[src/rtl/qam_pkg.sv]
// Shared definitions for the QAM symbol mapper: Gray-to-level mapping,
// legal BITS_PER_SYM check and the zero-symbol constant.
package qam_pkg;

  // Widest axis supported: BITS_PER_SYM = 8 gives 4 bits per axis.
  localparam int MAX_AXIS_BITS = 4;
  localparam int LEVEL_W       = MAX_AXIS_BITS + 1;

  // Smallest and largest symbol widths the mapper supports.
  localparam int MIN_BITS_PER_SYM = 2;
  localparam int MAX_BITS_PER_SYM = 8;

  // Amplitude driven on underrun and out of reset.
  localparam logic signed [LEVEL_W-1:0] ZERO_LEVEL = '0;

  // Symbol width must be even and inside the supported range.
  function automatic bit bits_per_sym_legal(input int bps);
    return (bps >= MIN_BITS_PER_SYM) && (bps <= MAX_BITS_PER_SYM) && (bps % 2 == 0);
  endfunction

  // Gray-decode the low k bits of g to index n, then centre it:
  // level = 2n - (2^k - 1). Result fits in k+1 signed bits.
  function automatic logic signed [LEVEL_W-1:0] gray_to_level(
    input logic [MAX_AXIS_BITS-1:0] g,
    input int                       k
  );
    logic [MAX_AXIS_BITS-1:0] n;
    logic                     b;
    int                       nv;
    int                       lvl;
    n = '0;
    b = 1'b0;
    for (int i = MAX_AXIS_BITS - 1; i >= 0; i--) begin
      if (i < k) begin
        b    = b ^ g[i];
        n[i] = b;
      end
    end
    nv  = int'(n);
    lvl = 2 * nv - ((1 << k) - 1);
    return lvl[LEVEL_W-1:0];
  endfunction

endpackage

[src/rtl/qam_sync_fifo.sv]
// Single-clock FIFO buffering data words ahead of the symbol mapper.
// Writes when full and reads when empty are ignored. Storage is not reset;
// pointers and occupancy are.
module qam_sync_fifo #(
  parameter int WIDTH = 4,
  parameter int DEPTH = 8
) (
  input  logic                       clk,
  input  logic                       rst,
  input  logic                       push,
  input  logic [WIDTH-1:0]           wdata,
  input  logic                       pop,
  output logic [WIDTH-1:0]           rdata,
  output logic                       full,
  output logic                       empty,
  output logic [$clog2(DEPTH):0]     count
);

  localparam int AW = $clog2(DEPTH);
  localparam int CW = AW + 1;

  logic [WIDTH-1:0] mem [DEPTH];
  logic [AW-1:0]    wr_ptr;
  logic [AW-1:0]    rd_ptr;
  logic             push_ok;
  logic             pop_ok;

  assign full    = (count == CW'(DEPTH));
  assign empty   = (count == '0);
  assign push_ok = push & ~full;
  assign pop_ok  = pop & ~empty;
  assign rdata   = mem[rd_ptr];

  // Storage write; DEPTH is a power of two so pointer overflow wraps.
  always_ff @(posedge clk) begin
    if (push_ok) begin
      mem[wr_ptr] <= wdata;
    end
  end

  // Pointer and occupancy tracking; simultaneous push/pop leaves count unchanged.
  always_ff @(posedge clk or negedge rst) begin
    if (!rst) begin
      wr_ptr <= '0;
      rd_ptr <= '0;
      count  <= '0;
    end else begin
      if (push_ok) wr_ptr <= wr_ptr + 1'b1;
      if (pop_ok)  rd_ptr <= rd_ptr + 1'b1;
      case ({push_ok, pop_ok})
        2'b10:   count <= count + 1'b1;
        2'b01:   count <= count - 1'b1;
        default: count <= count;
      endcase
    end
  end

endmodule

[src/rtl/qam_symbol_mapper.sv]
// Square-QAM symbol mapper: buffers data words, and on each rising edge of
// en_clk pops one word and registers its Gray-coded I/Q amplitudes.
// Optional feature macro: QAM_UNDERRUN_CNT_EN adds a saturating 16-bit
// underrun event counter output (underrun_cnt).
module qam_symbol_mapper
  import qam_pkg::*;
#(
  parameter int BITS_PER_SYM = 4,
  parameter int FIFO_DEPTH   = 8
) (
  input  logic                          clk,
  input  logic                          rst,
  input  logic                          en_clk,
  input  logic [BITS_PER_SYM-1:0]       din,
  input  logic                          din_valid,
  output logic                          din_ready,
  output logic signed [BITS_PER_SYM/2:0] i_out,
  output logic signed [BITS_PER_SYM/2:0] q_out,
  output logic                          sym_valid,
  output logic                          underrun
`ifdef QAM_UNDERRUN_CNT_EN
  ,
  output logic [15:0]                   underrun_cnt
`endif
);

  localparam int K      = BITS_PER_SYM / 2;
  localparam int CW     = $clog2(FIFO_DEPTH) + 1;
  localparam bit BPS_OK = bits_per_sym_legal(BITS_PER_SYM);
  localparam logic signed [K:0] ZERO_SYM = ZERO_LEVEL[K:0];

  logic                    en_d;
  logic                    strobe_p0;
  logic                    push_p0;
  logic                    pop_p0;
  logic                    fifo_full;
  logic                    fifo_empty;
  logic [CW-1:0]           fifo_count;
  logic [BITS_PER_SYM-1:0] word_p0;
  logic [MAX_AXIS_BITS-1:0] g_i_p0;
  logic [MAX_AXIS_BITS-1:0] g_q_p0;
  logic signed [LEVEL_W-1:0] lvl_i_p0;
  logic signed [LEVEL_W-1:0] lvl_q_p0;
  logic signed [K:0]       i_nxt_p0;
  logic signed [K:0]       q_nxt_p0;
  logic signed [K:0]       i_p1;
  logic signed [K:0]       q_p1;
  logic                    vld_p1;
  logic                    underrun_q;

  assign strobe_p0 = en_clk & ~en_d;
  assign push_p0   = din_valid & ~fifo_full;
  assign pop_p0    = strobe_p0 & ~fifo_empty;
  assign din_ready = (fifo_count != CW'(FIFO_DEPTH));

  qam_sync_fifo #(
    .WIDTH (BITS_PER_SYM),
    .DEPTH (FIFO_DEPTH)
  ) u_fifo (
    .clk   (clk),
    .rst   (rst),
    .push  (push_p0),
    .wdata (din),
    .pop   (pop_p0),
    .rdata (word_p0),
    .full  (fifo_full),
    .empty (fifo_empty),
    .count (fifo_count)
  );

  // Stage p0: split the head word into I/Q Gray codes and map to amplitudes.
  always_comb begin
    g_i_p0          = '0;
    g_q_p0          = '0;
    g_i_p0[K-1:0]   = word_p0[BITS_PER_SYM-1:K];
    g_q_p0[K-1:0]   = word_p0[K-1:0];
    lvl_i_p0        = gray_to_level(g_i_p0, K);
    lvl_q_p0        = gray_to_level(g_q_p0, K);
    if (BPS_OK) begin
      i_nxt_p0 = lvl_i_p0[K:0];
      q_nxt_p0 = lvl_q_p0[K:0];
    end else begin
      i_nxt_p0 = ZERO_SYM;
      q_nxt_p0 = ZERO_SYM;
    end
  end

  // Stage p1: edge-detect en_clk and register the symbol (zero on underrun).
  always_ff @(posedge clk or negedge rst) begin
    if (!rst) begin
      en_d       <= 1'b0;
      vld_p1     <= 1'b0;
      i_p1       <= ZERO_SYM;
      q_p1       <= ZERO_SYM;
      underrun_q <= 1'b0;
    end else begin
      en_d   <= en_clk;
      vld_p1 <= strobe_p0;
      if (strobe_p0) begin
        if (!fifo_empty) begin
          i_p1 <= i_nxt_p0;
          q_p1 <= q_nxt_p0;
        end else begin
          i_p1       <= ZERO_SYM;
          q_p1       <= ZERO_SYM;
          underrun_q <= 1'b1;
        end
      end
    end
  end

`ifdef QAM_UNDERRUN_CNT_EN
  // Count underrun strobes, holding at all-ones instead of wrapping.
  always_ff @(posedge clk or negedge rst) begin
    if (!rst) begin
      underrun_cnt <= '0;
    end else if (strobe_p0 && fifo_empty && (underrun_cnt != 16'hFFFF)) begin
      underrun_cnt <= underrun_cnt + 16'd1;
    end
  end
`endif

  assign i_out     = i_p1;
  assign q_out     = q_p1;
  assign sym_valid = vld_p1;
  assign underrun  = underrun_q;

endmodule
[config.mk]
export PLATFORM = sky130hd
export DESIGN_NAME = qam_symbol_mapper
export DESIGN_NICKNAME = d
export VERILOG_FILES = /design/src/rtl/qam_pkg.sv /design/src/rtl/qam_sync_fifo.sv /design/src/rtl/qam_symbol_mapper.sv
export SDC_FILE = /design/constraint.sdc
export NUM_CORES = 1
export LEC_CHECK = 0
export ABC_AREA = 1
export CAP_MARGIN = 25
export CORE_MARGIN = 3
export CORE_UTILIZATION = 49
export CTS_CLUSTER_DIAMETER = 80
export DETAILED_ROUTE_END_ITERATION = 6
export GPL_TIMING_DRIVEN = 0
export PLACE_DENSITY = 0.68
export SETUP_SLACK_MARGIN = 0.15
export SYNTH_ARGS = -nofsm -noshare
export SYNTH_HDL_FRONTEND = slang
export SYNTH_HIERARCHICAL = 1
export SYNTH_SLANG_ARGS = --single-unit
[constraint.sdc]
create_clock -name clk -period 2.91 [get_ports clk]
set_clock_uncertainty 0.05 [all_clocks]
set_input_delay 0.582 -clock clk [delete_from_list [all_inputs] [get_ports clk]]
set_output_delay 0.582 -clock clk [all_outputs]
set_load 0.005 [all_outputs]
Word-level counts from Yosys, hierarchy flattened
Memories as Yosys holds them, arrays and structs flattened.
Cells that the tools add are included.
Storage, ports and cells
  output and inout port bits: 9
  word-level logic and storage cells: 37
  memories kept: 1
  flip-flop bits (word level): 19
  bits of input ports: 8
  RAM bits: 32
Operators by class
  add/sub/neg operators: 6
  muxes and demuxes: 5
  reductions and logical operators: 3
  bitwise logic cells: 10
  equal/unequal tests: 4
Memories
  u_fifo.mem: depth 8, width 4, rd ports 1, clocked after memory_dff 0, write ports 1, RTL line qam_sync_fifo.sv:22  | logic [WIDTH-1:0] mem [DEPTH];
Operator list (count)
  case mux 4 bit (2 select lines): 1
  adder 3 x 1 -> 3 bit (second input constant): 2
  two-way mux 3 bit: 2
  subtractor 3 x 2 -> 3 bit (second input constant): 2
  AND 1 bit: 5
  adder 4 x 1 -> 4 bit (second input constant): 1
  equality test 4 bit (second input constant): 1
  logical NOT 4 bit: 1
  inequality test 4 bit (second input constant): 1
  subtractor 4 x 1 -> 4 bit (second input constant): 1
  NOT 1 bit: 3
  equality test 2 x 1 -> 1 bit (second input constant): 1
  equality test 2 bit (second input constant): 1
  two-way mux 1 bit: 2
  AND reduction 2 bit: 1
  nonzero test 2 bit: 1
  XOR 1 bit: 2

Longest topological paths before layout
Gate-level depths: netlist (run 1).
  word-level depth: 6
  gate-level depth with buffers: 14
  depth with buffers taken out: 14

By module
Netlist (run 1), hierarchy kept.
Modules (own cells, without submodules)
  qam_sync_fifo: area each 2040.7 um2, cells each 220, times used 1, seq. area each 1211.2 um2
  qam_symbol_mapper: area each 359.1 um2, cells each 44, times used 1, seq. area each 200.2 um2

Worst setup path before layout (run 1)
OpenSTA, ideal clock, no wires.
  path type: input to register
  start point: in din_valid
  end point: reg u_fifo.count[3]
  buffers on the path: 1
  data arrival time: 2006 ps
  setup time: 117 ps
  stages: 11
  setup slack: 737 ps
  path through: inv_1 nor2_1 nand2_4 buf_6 ha_1 ha_1 or2_2 nand2_1 nand2_1 nand3_1 nand2_1
Between the ends
  longest elaborated chain between the ends: 4
  elaborated cells between the ends (all ways): 6
  classes of those cells: eq/ne (2); mux (1); bitwise (2); reduce/logical (1)
Ends and longest elaborated chain
  start: declaration: RTL line qam_symbol_mapper.sv:15  | input logic din_valid,
  AND 1 bit *: RTL line qam_symbol_mapper.sv:52  | assign push_p0 = din_valid & ~fifo_full;
  net push_p0: RTL line qam_symbol_mapper.sv:34  | logic push_p0;
  AND 1 bit *: RTL line qam_sync_fifo.sv:30  | assign push_ok = push & ~full;
  equality test 2 x 1 -> 1 bit / equality test 2 bit (equally long branches): RTL line qam_sync_fifo.sv:50  | case ({push_ok, pop_ok})
  case mux 4 bit (2 select lines) / nonzero test 2 bit (equally long branches)
  end signal: assignment: RTL line qam_sync_fifo.sv:51  | 2'b10: count <= count + 1'b1;
  end signal: assignment: RTL line qam_sync_fifo.sv:52  | 2'b01: count <= count - 1'b1;
  end signal: assignment: RTL line qam_sync_fifo.sv:53  | default: count <= count;
  end: declaration: RTL line qam_sync_fifo.sv:16  | output logic [$clog2(DEPTH):0] count
The timed path passes the listed nets; every way through them passes the cells marked *.
A chain may end at the register's enable or synchronous reset.

Worst setup path after layout (run 1)
  start point: in en_clk
  end point: reg u_fifo.count[3]
Between the ends
  longest elaborated chain between the ends: 5
  elaborated cells between the ends (all ways): 7
  classes of those cells: eq/ne (2); mux (1); bitwise (3); reduce/logical (1)
Ends and longest elaborated chain
  start: declaration: RTL line qam_symbol_mapper.sv:13  | input logic en_clk,
  AND 1 bit *: RTL line qam_symbol_mapper.sv:51  | assign strobe_p0 = en_clk & ~en_d;
  AND 1 bit *: RTL line qam_symbol_mapper.sv:53  | assign pop_p0 = strobe_p0 & ~fifo_empty;
  net pop_p0: RTL line qam_symbol_mapper.sv:35  | logic pop_p0;
  AND 1 bit *: RTL line qam_sync_fifo.sv:31  | assign pop_ok = pop & ~empty;
  net u_fifo.pop_ok: RTL line qam_sync_fifo.sv:26  | logic pop_ok;
  equality test 2 x 1 -> 1 bit / equality test 2 bit (equally long branches): RTL line qam_sync_fifo.sv:50
  case mux 4 bit (2 select lines) / nonzero test 2 bit (equally long branches)
Marked as above.

==> flow_metrics.tcl, run 1 <==
set metrics [dict create \
    status "completed" \
    avgSynthCellArea_um2 9.09 \
    fmax_ghz 0.405 \
    clk_pin_slew_ns 0.09 \
    final_cells 353 \
    p_total_mw 2.50 \
    vias 1636 \
    routedWlPerCell_um 12.1 \
    grt_max_degree 19 \
    core_um2 4530 \
    hold_viol 0 \
    power_density_nw_per_um2 918 \
    setup_tns_ns 0 \
    ctsResizeCount 0 \
    fin_crit_sh_pct 84.9 \
    die_h_um 76.0 \
    min_period_ns 2.47 \
    fin_nets 301 \
    area_growth_pct 13.5 \
    drtPass1Iterations 4 \
    drv_cap 0 \
    grt_pass1_wl_um 7310 \
    grt-ovfl-total 0 \
    yosysWarningCount 6 \
    ys_ff_latch 50 \
    cts_tree "built" \
    dp_cells 345 \
    p_leak_nw 1.29 \
    dieArea_um2 5770 \
    cp.required_ns 3.05 \
    slowest_delay_ns 0.52 \
    nFillCells 404 \
    n_antenna_cell 0 \
    synth_cells 264 \
    syn_area_um2 2400 \
    grt_pass1_vias 1544 \
    relSlewSlack_pct 46.1 \
    die_w_um 76.0 \
    grtUsageTotal_pct 16.2 \
    cp_num_buf_inv 2 \
    critPathCaptureType "flip-flop" \
    setup_viol 0 \
    drc 0 \
    antenna_found_initial 0 \
    hp-class "flip-flop to flip-flop" \
    ios 17 \
    cts_made_buffers 5 \
    post-cts-setup-buffers 0 \
    crit_slowest_cell "clkdlybuf4s50_1" \
    cp-start-kind "primary input" \
    syn_nets 278 \
    start_util_pct 52.9 \
    ys_seq_area_share_pct 58.8 \
    worst_ep_arrival_time_ns 2.62 \
    cts-root-buf "clkbuf_8" \
    crit_chain "clkdlybuf4s50_1 > nand2_4 > nor2_4 > nand2_1 > inv_1 > ha_1 > ha_1 > or2_2 > nand2_1 > nand2_1 > nand3_1 > nand2_1" \
    drtIter0Drc 133 \
    port_buffers 16 \
    dp_hpwl_um 3110 \
    grt_setup_unrepaired "false" \
    place.gp.congestion 0.747 \
    drive_above_1_share_pct 7.29 \
    cp_top_family "simple AND/OR/NAND/NOR gates" \
    synth_cell_types 22 \
    final_common_cell "nand2_1" \
    placed_area_um2 2640 \
    path_class "primary input to flip-flop" \
    drt_wl_total_um 4280 \
    ir_worst_vdd_mv 0.501 \
    antenna_left 0 \
    critPathMostFrequentCell "nand2_1" \
    clkLatencyLatePin_ns 0.30 \
    tightestPinTransition_ns 0.805 \
    post-route-cell-area_um2 2720 \
    ctsLongestPathBuffers 2 \
    avgViaCountPerCell 4.63 \
    ctsHtreeMaxLevel 2 \
    final_cell_mix "nand2_1, inv_1, nor2_1" \
    hold_buffers 0 \
    num_rows 24 \
    worst_hold_slack_ns 0.423 \
    drv_slew 0 \
    crit_fanout 8 \
    clock-sinks 50 \
]
-- cell usage after synthesis, drive strengths merged --
| library cell | number | share of area [%] |
|---|---|---|
| nand2 | 98 | 16 |
| inv | 39 | 6.1 |
| nor2 | 37 | 6.2 |
| edfxtp | 32 | 40 |
| dfrtp | 18 | 19 |
| buf | 8 | 2.8 |
| nor3 | 8 | 1.7 |
| ha | 5 | 2.6 |
| nand3 | 5 | 1.3 |
| o21ai | 5 | 1.0 |
| xnor2 | 4 | 1.5 |
| xor2 | 2 | 0.73 |
| fa | 1 | 0.83 |
| nand3b | 1 | 0.31 |
| or2 | 1 | 0.26 |
-- per-layer routing --
| layer | GRT usage (%) | wire length [um] | up-vias |
|---|---|---|---|
| li1 | - | - | 853 |
| met5 | 0 | 0 | - |
| met4 | 7.79 | 102 | 0 |
| met3 | 2.60 | 224 | 7 |
| met2 | 25.5 | 2010 | 39 |
| met1 | 22.0 | 1930 | 737 |
-- worst reg2reg max path: stages (launching register included) --
cell     delay [ns]
dfrtp_1        0.44
nor2_2         0.17
nand3_1        0.13
inv_1          0.15
nor2_4         0.07
nand2_1        0.16
inv_1          0.10
ha_1           0.23
ha_1           0.31
or2_2          0.29
nand2_1        0.07
nand2_1        0.04
nand3_1        0.06
nand2_1        0.05
-- registers in the layout, indices dropped and copies added (netlist names) --
register and count:
en_d 1, i_out 3, q_out 2, sym_valid 1, u_fifo/count 4, u_fifo/mem 32, u_fifo/rd_ptr 3, u_fifo/wr_ptr 3
underrun 1
-- layout make-up --
type	count	area [um^2]	share of cell area [%]
multi-input combinational	167	776	28.5
timing repair buffer	16	160	5.88
sequential	50	1410	51.8
clock buffer	6	72.6	2.67
inverter	39	146	5.38
tap	65	81.3	2.99
buffer	8	66.3	2.44
clock inverter	2	8.76	0.322
-- report_power, final --
part | switching (mW) | internal [mW] | total [mW]
registers | 0.105 | 0.924 | 1.03
logic | 0.642 | 0.445 | 1.09
clock network | 0.216 | 0.166 | 0.382
total | 0.964 | 1.54 | 2.50
-- logic make-up after synthesis --
kind of cell               Yosys count  share of synthesized area (%)
AOI/OAI and AO/OA                    5                           1.04
xor gates and xnor gates             6                           2.19
adders and majority gates            6                           3.44
buffers and inverters               47                           8.86
DFF                                 50                           58.8
and+or+nand+nor                    150                           25.7
-- final timing paths --
| kind | to | slack (ns) | start | depth (start not counted) |
|---|---|---|---|---|
| max in group asynchronous | u_fifo/count[0] | 1.62 | rst | 1 |
| min reg2reg | underrun | 0.42 | underrun | 2 |
| max reg2reg | u_fifo/count[3] | 0.49 | u_fifo/count[1] | 13 |
| min | underrun | 0.42 | underrun | 2 |
| max | u_fifo/count[3] | 0.44 | en_clk | 12 |
| min in group asynchronous | q_out[1] | 0.69 | rst | 1 |
-- through the flow --
step / worst slack, ns / util [%]
after floorplan: 0.737 / -
after global placement: 0.138 / 58.3
after detailed placement: 0.102 / 58.3
after CTS: 0.423 / 60.0
after global routing: 0.212 / 60.0
final: 0.438 / 60.0
Note: power is estimated with default switching activity, not from simulation.
==> run 2, diff against run 1 <==
- clock period: 2.91 -> 2.4 ns (I/O delays scaled with it)
==> flow_metrics.tcl, run 2 (same netlist as run 1, synthesis figures left out) <==
set metrics [dict create \
    die_w_um 76.0 \
    fin_crit_sh_pct 89.6 \
    grt_pass1_vias 1570 \
    status "completed" \
    antenna_left 0 \
    p_leak_nw 1.31 \
    worstHoldEndpoint "underrun" \
    die_h_um 76.0 \
    cp_num_buf_inv 3 \
    cp.required_ns 2.55 \
    port_buffers 16 \
    grt_setup_unrepaired "false" \
    antenna_found_initial 0 \
    clk_pin_slew_ns 0.09 \
    placed_area_um2 2640 \
    cts_tree "built" \
    cts-root-buf "clkbuf_8" \
    core_um2 4530 \
    ctsLongestPathBuffers 2 \
    drv_slew 0 \
    drc 0 \
    fmax_ghz 0.465 \
    setup_tns_ns 0 \
    grtUsageTotal_pct 16.4 \
    drt_wl_total_um 4390 \
    cp_top_family "simple AND/OR/NAND/NOR gates" \
    critPathCaptureType "flip-flop" \
    r2r-start "u_fifo/count[0]" \
    clock-sinks 50 \
    ctsHtreeMaxLevel 2 \
    drtIter0Drc 149 \
    cp-start-kind "primary input" \
    area_growth_pct 17.3 \
    n_antenna_cell 0 \
    worstSetupStartpoint "din_valid" \
    crit_fanout 10 \
    hold_viol 0 \
    hp-class "flip-flop to flip-flop" \
    reg2reg_depth 13 \
    largest_registers "u_fifo/mem x32, u_fifo/count x4" \
    final_common_cell "nand2_1" \
    ir_worst_vdd_mv 0.595 \
    hold-path-cell-count 2 \
    relSlewSlack_pct 45.3 \
    num_rows 24 \
    hold_path_startpoint "underrun" \
    largest_register_ffs 32 \
    worst_hold_slack_ns 0.423 \
    dp_hpwl_um 3110 \
    final_cell_mix "nand2_1, inv_1, nor2_1" \
    grt_pass1_wl_um 7450 \
    largest_register "u_fifo/mem" \
    slowest_delay_ns 0.46 \
    ios 17 \
    tightestPinTransition_ns 0.817 \
    power_density_nw_per_um2 1130 \
    vias 1667 \
    avgViaCountPerCell 4.66 \
    critPathMostFrequentCell "nand2_1" \
    grt_max_degree 19 \
    min_period_ns 2.15 \
    place.gp.congestion 0.747 \
    reg2reg_to "u_fifo/count[3]" \
    grt-ovfl-total 0 \
    drive_above_1_share_pct 11.6 \
    fin_nets 306 \
    worst_ep_arrival_time_ns 2.30 \
    pre_cts_ws_ns -0.306 \
    path_class "primary input to flip-flop" \
    setup_ws_ns 0.249 \
    drtPass1Iterations 4 \
    start_util_pct 52.9 \
    cts_made_buffers 5 \
    post-route-cell-area_um2 2820 \
    dieArea_um2 5770 \
    crit_chain "clkdlybuf4s50_1 > inv_1 > nor2_4 > nand2_4 > buf_6 > ha_4 > ha_1 > or2_2 > nand2_1 > nand2_1 > nand3_1 > nand2_1" \
    setup_viol 0 \
    crit_slowest_cell "clkdlybuf4s50_1" \
    drv_cap 0 \
    routedWlPerCell_um 12.3 \
    r2r_slack_ns 0.26 \
    clkLatencyLatePin_ns 0.30 \
]
## run 2: worst register-to-register path: stages (launching register included)
cell,delay (ns)
dfrtp_2,0.44
nor2_4,0.18
nand3_4,0.12
inv_2,0.08
nor2_4,0.05
nand2_4,0.08
buf_6,0.14
ha_4,0.16
ha_1,0.24
or2_2,0.29
nand2_1,0.07
nand2_1,0.04
nand3_1,0.06
nand2_1,0.05
## run 2: layout make-up
class	instances	area [um^2]
Clock inverter	2	8.76
Timing Repair Buffer	21	196
Fill cell	396	1720
Tap cell	65	81.3
Buffer	8	66.3
Sequential cell	50	1410
Multi-Input combinational cell	167	828
Inverter	39	149
Clock buffer	6	72.6
## run 2: worst max path at each step
stage / endpoint / slack [ns] / depth (start not counted)
after floorplan: u_fifo/count[3] / 0.23 / 13
after global placement: u_fifo/count[3] / -0.27 / 12
after detailed placement: u_fifo/count[3] / -0.31 / 12
after CTS: u_fifo/count[3] / 0.15 / 13
after global routing: u_fifo/count[3] / 0.15 / 13
final: u_fifo/count[3] / 0.25 / 12
## run 2: metrics by stage
stage               std cells  utilization [%]  total power, mW
global route              358             62.1             3.45
floorplan                 264                -             2.22
CTS                       356             60.8             3.10
finish                    358             62.1             3.17
detailed placement        345             58.3             2.59
global placement          345             58.3             2.54
## run 2: routing by layer
metal	global-route usage, %	wire length, um
met1	22.2	1980
met2	26.2	2120
met3	2.60	183
met4	7.79	102
met5	0	0
## run 2: report_power, final
part | switching (mW) | leakage (nW) | internal, mW
Combinational | 0.853 | 0.764 | 0.617
Sequential | 0.118 | 0.507 | 1.12
Clock | 0.260 | 0.0426 | 0.201
## run 2: what timing repair did
item                                    CTS  global route
endpoints found under the setup margin    3             2
hold buffers                              0             0
gates resized for setup                   7            10
setup buffers                             3             2
pin swaps                                 1             2
